### config.mk
export PLATFORM = sky130hd
export DESIGN_NAME = lift_motion_ctrl
export DESIGN_NICKNAME = d
export VERILOG_FILES = /design/src/rtl/lift_motion_ctrl.sv
export SDC_FILE = /design/constraint.sdc
export NUM_CORES = 1
export LEC_CHECK = 0
export ABC_CLOCK_PERIOD_IN_PS = 1600
export CORE_MARGIN = 3
export CORE_UTILIZATION = 55
export CTS_CLUSTER_DIAMETER = 100
export CTS_CLUSTER_SIZE = 12
export DETAILED_ROUTE_END_ITERATION = 10
export DONT_BUFFER_PORTS = 1
export GPL_TIMING_DRIVEN = 0
export PLACE_DENSITY = 0.73
export SYNTH_ARGS = -nofsm -noshare
export SYNTH_HDL_FRONTEND = slang
export SYNTH_SLANG_ARGS = --single-unit
### constraint.sdc
create_clock -name clk -period 1.6 [get_ports clk]
set_input_delay 0.24 -clock clk [delete_from_list [all_inputs] [get_ports clk]]
set_output_delay 0.24 -clock clk [all_outputs]
set_load 0.05 [all_outputs]
### src/rtl/lift_motion_ctrl.sv
// lift_motion_ctrl
// ----------------
// Car motion controller for a 4-storey elevator. Takes the pending-request
// vector and the above/below need flags from the request processor and owns
// the car state (STOP / PAUSE / MOVE), the one-hot floor position, the run
// direction, the door-open dwell and the floor-to-floor travel time.
//
// Ports
//   clk        in   1  system clock, all state updates on posedge
//   rst        in   1  synchronous, active-high reset
//   allReq     in   4  pending requests, bit0 = floor 1
//   up_need    in   1  a request exists above the car
//   down_need  in   1  a request exists below the car
//   position   out  4  one-hot car floor (0001 = F1 .. 1000 = F4)
//   ud_mode    out  2  00 stop, 01 up, 10 down
//   state      out  3  000 STOP, 001 PAUSE, 010 MOVE
//   door_open  out  1  high exactly while state == PAUSE
//   arrive     out  1  one-cycle pulse on the cycle position changes
//
// All outputs come straight from flops; there is no input-to-output path.
module lift_motion_ctrl #(
    parameter int MOVE_TICKS  = 64,
    parameter int PAUSE_TICKS = 96
) (
    input  logic       clk,
    input  logic       rst,
    input  logic [3:0] allReq,
    input  logic       up_need,
    input  logic       down_need,
    output logic [3:0] position,
    output logic [1:0] ud_mode,
    output logic [2:0] state,
    output logic       door_open,
    output logic       arrive
);

    typedef enum logic [2:0] {
        ST_STOP  = 3'b000,
        ST_PAUSE = 3'b001,
        ST_MOVE  = 3'b010
    } state_t;

    localparam int MAX_TICKS = (MOVE_TICKS > PAUSE_TICKS) ? MOVE_TICKS : PAUSE_TICKS;
    localparam int TW        = (MAX_TICKS > 1) ? $clog2(MAX_TICKS) : 1;

    localparam logic [1:0] UD_STOP = 2'b00;
    localparam logic [1:0] UD_UP   = 2'b01;
    localparam logic [1:0] UD_DOWN = 2'b10;
    localparam logic [3:0] FLOOR_1 = 4'b0001;
    localparam logic [3:0] FLOOR_4 = 4'b1000;

    localparam logic [TW-1:0] MOVE_LAST  = TW'(MOVE_TICKS - 1);
    localparam logic [TW-1:0] PAUSE_LAST = TW'(PAUSE_TICKS - 1);

    state_t        state_q, state_d;
    logic [3:0]    pos_q, pos_d;
    logic [1:0]    ud_q, ud_d;
    logic [TW-1:0] tmr_q, tmr_d;
    logic          door_q, door_d;
    logic          arr_q, arr_d;

    logic [3:0]    np;
    logic          pos_onehot;
    logic          dir_need;

    // Exactly one bit set: non-zero and clearing the lowest set bit leaves zero.
    assign pos_onehot = (pos_q != 4'd0) && ((pos_q & (pos_q - 4'd1)) == 4'd0);

    always_comb begin
        state_d  = state_q;
        pos_d    = pos_q;
        ud_d     = ud_q;
        tmr_d    = tmr_q;
        arr_d    = 1'b0;
        np       = pos_q;
        dir_need = 1'b0;

        if (!pos_onehot) begin
            // Corrupted position: park the car at floor 1.
            state_d = ST_STOP;
            pos_d   = FLOOR_1;
            ud_d    = UD_STOP;
            tmr_d   = '0;
        end else begin
            unique case (state_q)
                ST_STOP: begin
                    ud_d  = UD_STOP;
                    tmr_d = '0;
                    if ((allReq & pos_q) != 4'd0) begin
                        state_d = ST_PAUSE;
                    end else if (up_need && pos_q != FLOOR_4) begin
                        state_d = ST_MOVE;
                        ud_d    = UD_UP;
                    end else if (down_need && pos_q != FLOOR_1) begin
                        state_d = ST_MOVE;
                        ud_d    = UD_DOWN;
                    end
                end

                ST_MOVE: begin
                    if (ud_q != UD_UP && ud_q != UD_DOWN) begin
                        // A move without a direction cannot make progress.
                        state_d = ST_STOP;
                        pos_d   = FLOOR_1;
                        ud_d    = UD_STOP;
                        tmr_d   = '0;
                    end else if (tmr_q == MOVE_LAST) begin
                        np       = (ud_q == UD_UP) ? (pos_q << 1) : (pos_q >> 1);
                        pos_d    = np;
                        arr_d    = 1'b1;
                        tmr_d    = '0;
                        // Direction is frozen for the whole run; only the need in
                        // the travel direction can keep the car moving.
                        dir_need = (ud_q == UD_UP) ? (up_need && np != FLOOR_4)
                                                   : (down_need && np != FLOOR_1);
                        if ((allReq & np) != 4'd0) begin
                            state_d = ST_PAUSE;
                        end else if (dir_need) begin
                            state_d = ST_MOVE;
                        end else begin
                            state_d = ST_STOP;
                            ud_d    = UD_STOP;
                        end
                    end else begin
                        tmr_d = tmr_q + TW'(1);
                    end
                end

                ST_PAUSE: begin
                    if (tmr_q == PAUSE_LAST) begin
                        tmr_d = '0;
                        if (ud_q == UD_UP && up_need && pos_q != FLOOR_4) begin
                            state_d = ST_MOVE;
                        end else if (ud_q == UD_DOWN && down_need && pos_q != FLOOR_1) begin
                            state_d = ST_MOVE;
                        end else begin
                            state_d = ST_STOP;
                            ud_d    = UD_STOP;
                        end
                    end else begin
                        tmr_d = tmr_q + TW'(1);
                    end
                end

                default: begin
                    state_d = ST_STOP;
                    pos_d   = FLOOR_1;
                    ud_d    = UD_STOP;
                    tmr_d   = '0;
                end
            endcase
        end

        door_d = (state_d == ST_PAUSE);
    end

    always_ff @(posedge clk) begin
        if (rst) begin
            state_q <= ST_STOP;
            pos_q   <= FLOOR_1;
            ud_q    <= UD_STOP;
            tmr_q   <= '0;
            door_q  <= 1'b0;
            arr_q   <= 1'b0;
        end else begin
            state_q <= state_d;
            pos_q   <= pos_d;
            ud_q    <= ud_d;
            tmr_q   <= tmr_d;
            door_q  <= door_d;
            arr_q   <= arr_d;
        end
    end

    assign position  = pos_q;
    assign ud_mode   = ud_q;
    assign state     = state_q;
    assign door_open = door_q;
    assign arrive    = arr_q;

endmodule

=== Word level (Yosys, flattened, before mapping) ===
Index checks and enable logic that the tools add are counted.

* $add $sub $neg: 2
* Equal/unequal tests: 19
* Multiplexer cells: 33
* Bitwise gates (word level): 6
* Reduce and logical (&&, ||, !) cells: 20

{| class="wikitable"
|+ Operator list
! cell !! number
|-
| 2-bit two-way mux || 14
|-
| 3-bit two-way mux || 7
|-
| 7-bit two-way mux || 3
|-
| 7-bit case mux with 2 select lines || 1
|-
| 4-bit bitwise AND || 3
|-
| 4-bit two-way mux || 3
|-
| 4-bit nonzero test || 3
|-
| 1-bit logical AND || 10
|-
| 3-bit inequality test, second input constant || 3
|-
| 3-bit case mux with 3 select lines || 1
|-
| 2-bit inequality test, second input constant || 4
|-
| 4-bit by 1-bit inequality test with 1-bit output, second input constant || 2
|-
| 4-bit inequality test, second input constant || 2
|-
| 4-bit case mux with 2 select lines || 1
|-
| 7-bit by 1-bit adder with 7-bit output, second input constant || 1
|-
| 7-bit by 6-bit == test with 1-bit output, second input constant || 1
|-
| 7-bit == test, second input constant || 1
|-
| 3-bit by 1-bit == test with 1-bit output, second input constant || 2
|-
| 2-bit case mux with 3 select lines || 1
|-
| 6-bit AND reduction || 1
|-
| 4-bit logical NOT || 1
|-
| 2-bit OR reduction || 2
|-
| 4-bit OR reduction || 1
|-
| 4-bit by 1-bit subtractor with 4-bit output, second input constant || 1
|-
| 8 further kinds || 11
|}

* Bits in registers: 18
* Input port bits: 8
* Output and inout port bits: 11
* Logic and storage cells: 86

=== Longest topological paths before layout ===
* Word-level depth: 12
* Gate-level depth with buffers: 7
* Depth with buffers taken out: 7

=== Worst setup path after synthesis ===
OpenSTA, ideal clock, no wires.

* Path type: register to register
* Start: register ud_q[0] (netlist: ud_mode[0])
* End: register door_q (netlist: door_open)
* Library setup time: 0.120 ns
* Arrival: 2.045 ns
* Data required time: 1.480 ns
* Path slack: -0.565 ns
* Cell stages (with the launch flop): 7
* Buffers on the path: 0
* Period minus slack after synthesis: 2.165 ns
* Cell sequence: dfxtp_1 > ha_1 > mux2_2 > a22o_1 > or2_1 > a22oi_1 > nor2_1

* Cells in the longest elaborated chain, start to end: 12
* Elaborated cells on any way between the ends: 27
* Those cells by class: eq/ne (7); mux (11); bitwise (1); reduce/logical (8)

{| class="wikitable"
|+ Ends and longest elaborated chain
! item !! line !! source
|-
| start, declared || 57 || <nowiki>logic [1:0] ud_q, ud_d;</nowiki>
|-
| start signal, assigned || 168 || <nowiki>ud_q <= ud_d;</nowiki>
|-
| 2-bit by 1-bit == test with 1-bit output || 108, 114, 132 ||
|-
| 4-bit two-way mux || 108 || <nowiki>np = (ud_q == UD_UP) ? (pos_q << 1) : (pos_q >> 1);</nowiki>
|-
| 4-bit by 1-bit inequality test with 1-bit output / 4-bit inequality test (equally long branches) || 115, 114 ||
|-
| 1-bit logical AND (on tied branches) || 115, 114 ||
|-
| 1-bit two-way mux || 114 || <nowiki>dir_need = (ud_q == UD_UP) ? (up_need && np != FLOOR_4)</nowiki>
|-
| 2-bit two-way mux || 118 || <nowiki>end else if (dir_need) begin</nowiki>
|-
| 2-bit two-way mux || 116 || <nowiki>if ((allReq & np) != 4'd0) begin</nowiki>
|-
| 3-bit two-way mux || 107 || <nowiki>end else if (tmr_q == MOVE_LAST) begin</nowiki>
|-
| 3-bit two-way mux || 101 || <nowiki>if (ud_q != UD_UP && ud_q != UD_DOWN) begin</nowiki>
|-
| 3-bit case mux with 3 select lines * || 85 || <nowiki>unique case (state_q)</nowiki>
|-
| 3-bit two-way mux * || 78 || <nowiki>if (!pos_onehot) begin</nowiki>
|-
| 3-bit by 1-bit == test with 1-bit output * || 154 || <nowiki>door_d = (state_d == ST_PAUSE);</nowiki>
|-
| end signal, assigned || 170 || <nowiki>door_q <= door_d;</nowiki>
|-
| end, declared || 59 || <nowiki>logic door_q, door_d;</nowiki>
|}

Every way passes the cells marked *; elsewhere a longest branch is shown, timed or not.
A chain may end at the register's enable or synchronous reset.

=== Worst setup path after layout ===
* Start: register pos_q[1] (netlist: position[1])
* End: register state_q[1] (netlist: state[1])

* Cells in the longest elaborated chain, start to end: 10
* Elaborated cells on any way between the ends: 33
* Those cells by class: add/sub (1); eq/ne (4); mux (14); bitwise (3); reduce/logical (11)

{| class="wikitable"
|+ Ends and longest elaborated chain
! item !! line !! source
|-
| start, declared || 56 || <nowiki>logic [3:0] pos_q, pos_d;</nowiki>
|-
| start signal, assigned || 167 || <nowiki>pos_q <= pos_d;</nowiki>
|-
| 4-bit two-way mux || 108 ||
|-
| 4-bit by 1-bit inequality test with 1-bit output / 4-bit inequality test (equally long branches) || 115, 114 ||
|-
| 1-bit logical AND (on tied branches) || 115, 114 ||
|-
| 1-bit two-way mux || 114 ||
|-
| 2-bit two-way mux || 118 ||
|-
| 2-bit two-way mux || 116 ||
|-
| 3-bit two-way mux || 107 ||
|-
| 3-bit two-way mux || 101 ||
|-
| 3-bit case mux with 3 select lines || 85 ||
|-
| 3-bit two-way mux * || 78 ||
|-
| end signal, assigned || 166 || <nowiki>state_q <= state_d;</nowiki>
|-
| end, declared || 55 || <nowiki>state_t state_q, state_d;</nowiki>
|}

Marked as above.

==> results.toml <==
[status]
status = "finished, violations left"
failed_checks = "negative setup slack"

[power]
power.total_uw = 829.8
leakage_uw = 0.0005174
p_per_area_nw_per_um2 = 559.2
ir_drop_uv = 465.7

[clock_network]
tritoncts = "built"
htreeDepth = 1
insertion_delay_ps = 300
root_buffer = "clkbuf_4"
cts_hold_buf = 0
cts_sinks = 18
cts_inserted_buffers = 3
cts_buffer_depth = 2
path_clk_slew_ps = 110

[timing]
drv_slew = 0
tns_ps = -4021
fin_ws_ps = -342.5
max_slew_margin_pct = 62.68
finClkSkew_ps = 4.958
min_period_ps = 1943
setup_viol = 17
worst_hold_slack_ps = 101.3
hold_viol = 0
rsz0062_at_grt = "true"
fin_crit_sh_pct = 121.4
tightestPinTransition_ps = 557.8
fmax_ghz = 0.5148

[yosys]
yosysMostFrequentCell = "nor2_1"
syn_avg_cell_area_um2 = 8.651
synthTopCellsByArea = "dfxtp_1 33%, nor2_1 6.8%, ha_1 4.5%, nand2_1 2.4%, o311ai_4 2.4%"
syn_nets = 140
synth-async-reset-ratio_pct = 0
synth_edf_count = 0
synth.top_cell.area_share_pct = 32.54
ys.flop_type = "dfxtp_1"
synth_largest_area_cell = "dfxtp_1"
synth_common_cells = "20 x nor2_1, 18 x dfxtp_1, 7 x nand2_1"
yosys_warnings = 0
ys_ff_latch = 18
synth_area_um2 = 1107
synth_cell_types = 52
yosysSeqAreaShare_pct = 32.54
synthCells = 128

[setup_path]
crit_required_ps = 1800
cp.arrival_ps = 2140
rrSetupSlack_ps = -340
worstReg2RegStart = "position[1]$_SDFFE_PP0P_"
crit_path_max_fanout = 4
rr_endpoint = "state[1]$_SDFF_PP0_"
r2r.worst_path.cells = 5
endpoint = "state[1]$_SDFF_PP0_"
start_kind = "flip-flop"
critPathKind = "reg2reg"
cp-startpoint = "position[1]$_SDFFE_PP0P_"
worst_setup_path_end_kind = "flip-flop"

[finish]
syn_to_final_growth_pct = 34.01
nFillCells = 105
antennaDiodeCount = 0
fin_cells = 167
nets = 155
final_layout_size_suffix_gt1_share_pct = 42.25

[die]
die_h_um = 50.87
rows = 15
io_pins = 19
core-area_um2 = 1821
die_w_um = 50.87
die_area_um2 = 2588
start_util_pct = 60.82

[flow_run]
max_cap_violations = 0

[global_routing]
grt_pass1_vias = 952
grt_pass1_wl_um = 4326
overflow = 0
grt.total_usage_pct = 22.29
antenna_found_initial = 0
grt_max_degree = 11

[place]
place_ws_ps = -356.8
dp_hpwl_um = 1805
gp_congestion = 0.8243
io_buffer_count = 0
dpl.cell_count = 153

[hold_path]
min-delay-path-class = "in2reg"

[drt]
viasPerCell = 6.659
drtIter0Drc = 34
drtPass1Iterations = 4
drc = 0
post_drt_wl_per_cell_um = 19.30
postRouteAntennaNets = 0
wirelength_um = 3223
dr_total_vias = 1112
[worst max-delay path, cell delays in order (launching register included)]
cell and delay (ps):
dfxtp_4 430, or4b_4 600, and3_4 190, o311ai_4 250, nor2_1 80, o311a_1 300
[logic make-up (layout without fill, tap and decap cells)]
kind of cell,count (synthesis),count (layout),synth area share (%)
compound gates,31,31,23.84
simple gates,55,55,27.68
buf+inv,11,25,4.180
xor+xnor,5,5,3.956
other cells,1,1,0.3387
fa+ha+maj,4,4,4.520
flops,18,18,32.54
mux,3,3,2.938
[timing repair]
| item | 4_1_cts | 5_1_grt |
|---|---|---|
| endpoints found under the setup margin | 17 | 17 |
| setup buffers | 4 | 6 |
| resized for setup | 12 | 25 |
| endpoints found under the hold margin | 0 | 0 |
| pin swaps | 8 | 10 |
[placed cells by master (no fill, tap or decap), drive strengths merged, types with 4 or more instances in the layout]
cell type | netlist | final
nor2 | 20 | 20
dfxtp | 18 | 18
buf | 4 | 13
nand2 | 7 | 7
inv | 6 | 6
clkbuf | 1 | 6
ha | 4 | 4
[metrics by stage]
stage                     area [um^2]  utilization, %
after floorplan                  1182               -
after global placement           1214           66.67
after detailed placement         1214           66.67
after CTS                        1333           73.20
after global routing             1484           81.51
final                            1484           81.51
[area by class of cell]
| cell class | count | area (um^2) | area share (%) |
|---|---|---|---|
| Multi-Input combinational cell | 99 | 865.8 | 58.35 |
| Timing Repair Buffer | 10 | 90.09 | 6.071 |
| Sequential cell | 18 | 386.6 | 26.05 |
| Tap cell | 25 | 31.28 | 2.108 |
| Inverter | 6 | 27.53 | 1.855 |
| Clock buffer | 4 | 36.28 | 2.445 |
| Buffer | 5 | 46.29 | 3.120 |
[registers in the layout, indices dropped and copies added, names as in the netlist]
register,flops
arrive,1
door_open,1
position,4
state,3
tmr_q,7
ud_mode,2
[report_power, final]
group / internal, uW / leakage [uW] / switching (uW)
combinational: 37.7 / 0.000346 / 39.5
clock: 139 / 0.0000210 / 151
sequential: 443 / 0.000150 / 19.4
[worst min-delay path by stage]
stage,depth (start not counted),slack (ps),from,end
final,2,100,down_need,ud_mode[1]$_SDFFE_PP0P_
after global placement,2,390,rst,position[0]$_SDFFE_PP1P_
after global routing,2,120,down_need,ud_mode[1]$_SDFFE_PP0P_
after floorplan,2,360,rst,position[0]$_SDFFE_PP1P_
after detailed placement,2,390,rst,position[0]$_SDFFE_PP1P_
after CTS,2,60,rst,position[0]$_SDFFE_PP1P_
[layer usage]
metal	share of wire, %	GRT usage [%]	wire length [um]	vias up
li1	-	-	-	506
met3	10	3.790	325	14
met1	39	28.52	1247	522
met2	48	36.74	1554	70
met4	2.9	9.865	94	0
met5	0	0	0	-
(Power assumes the default switching activity.)
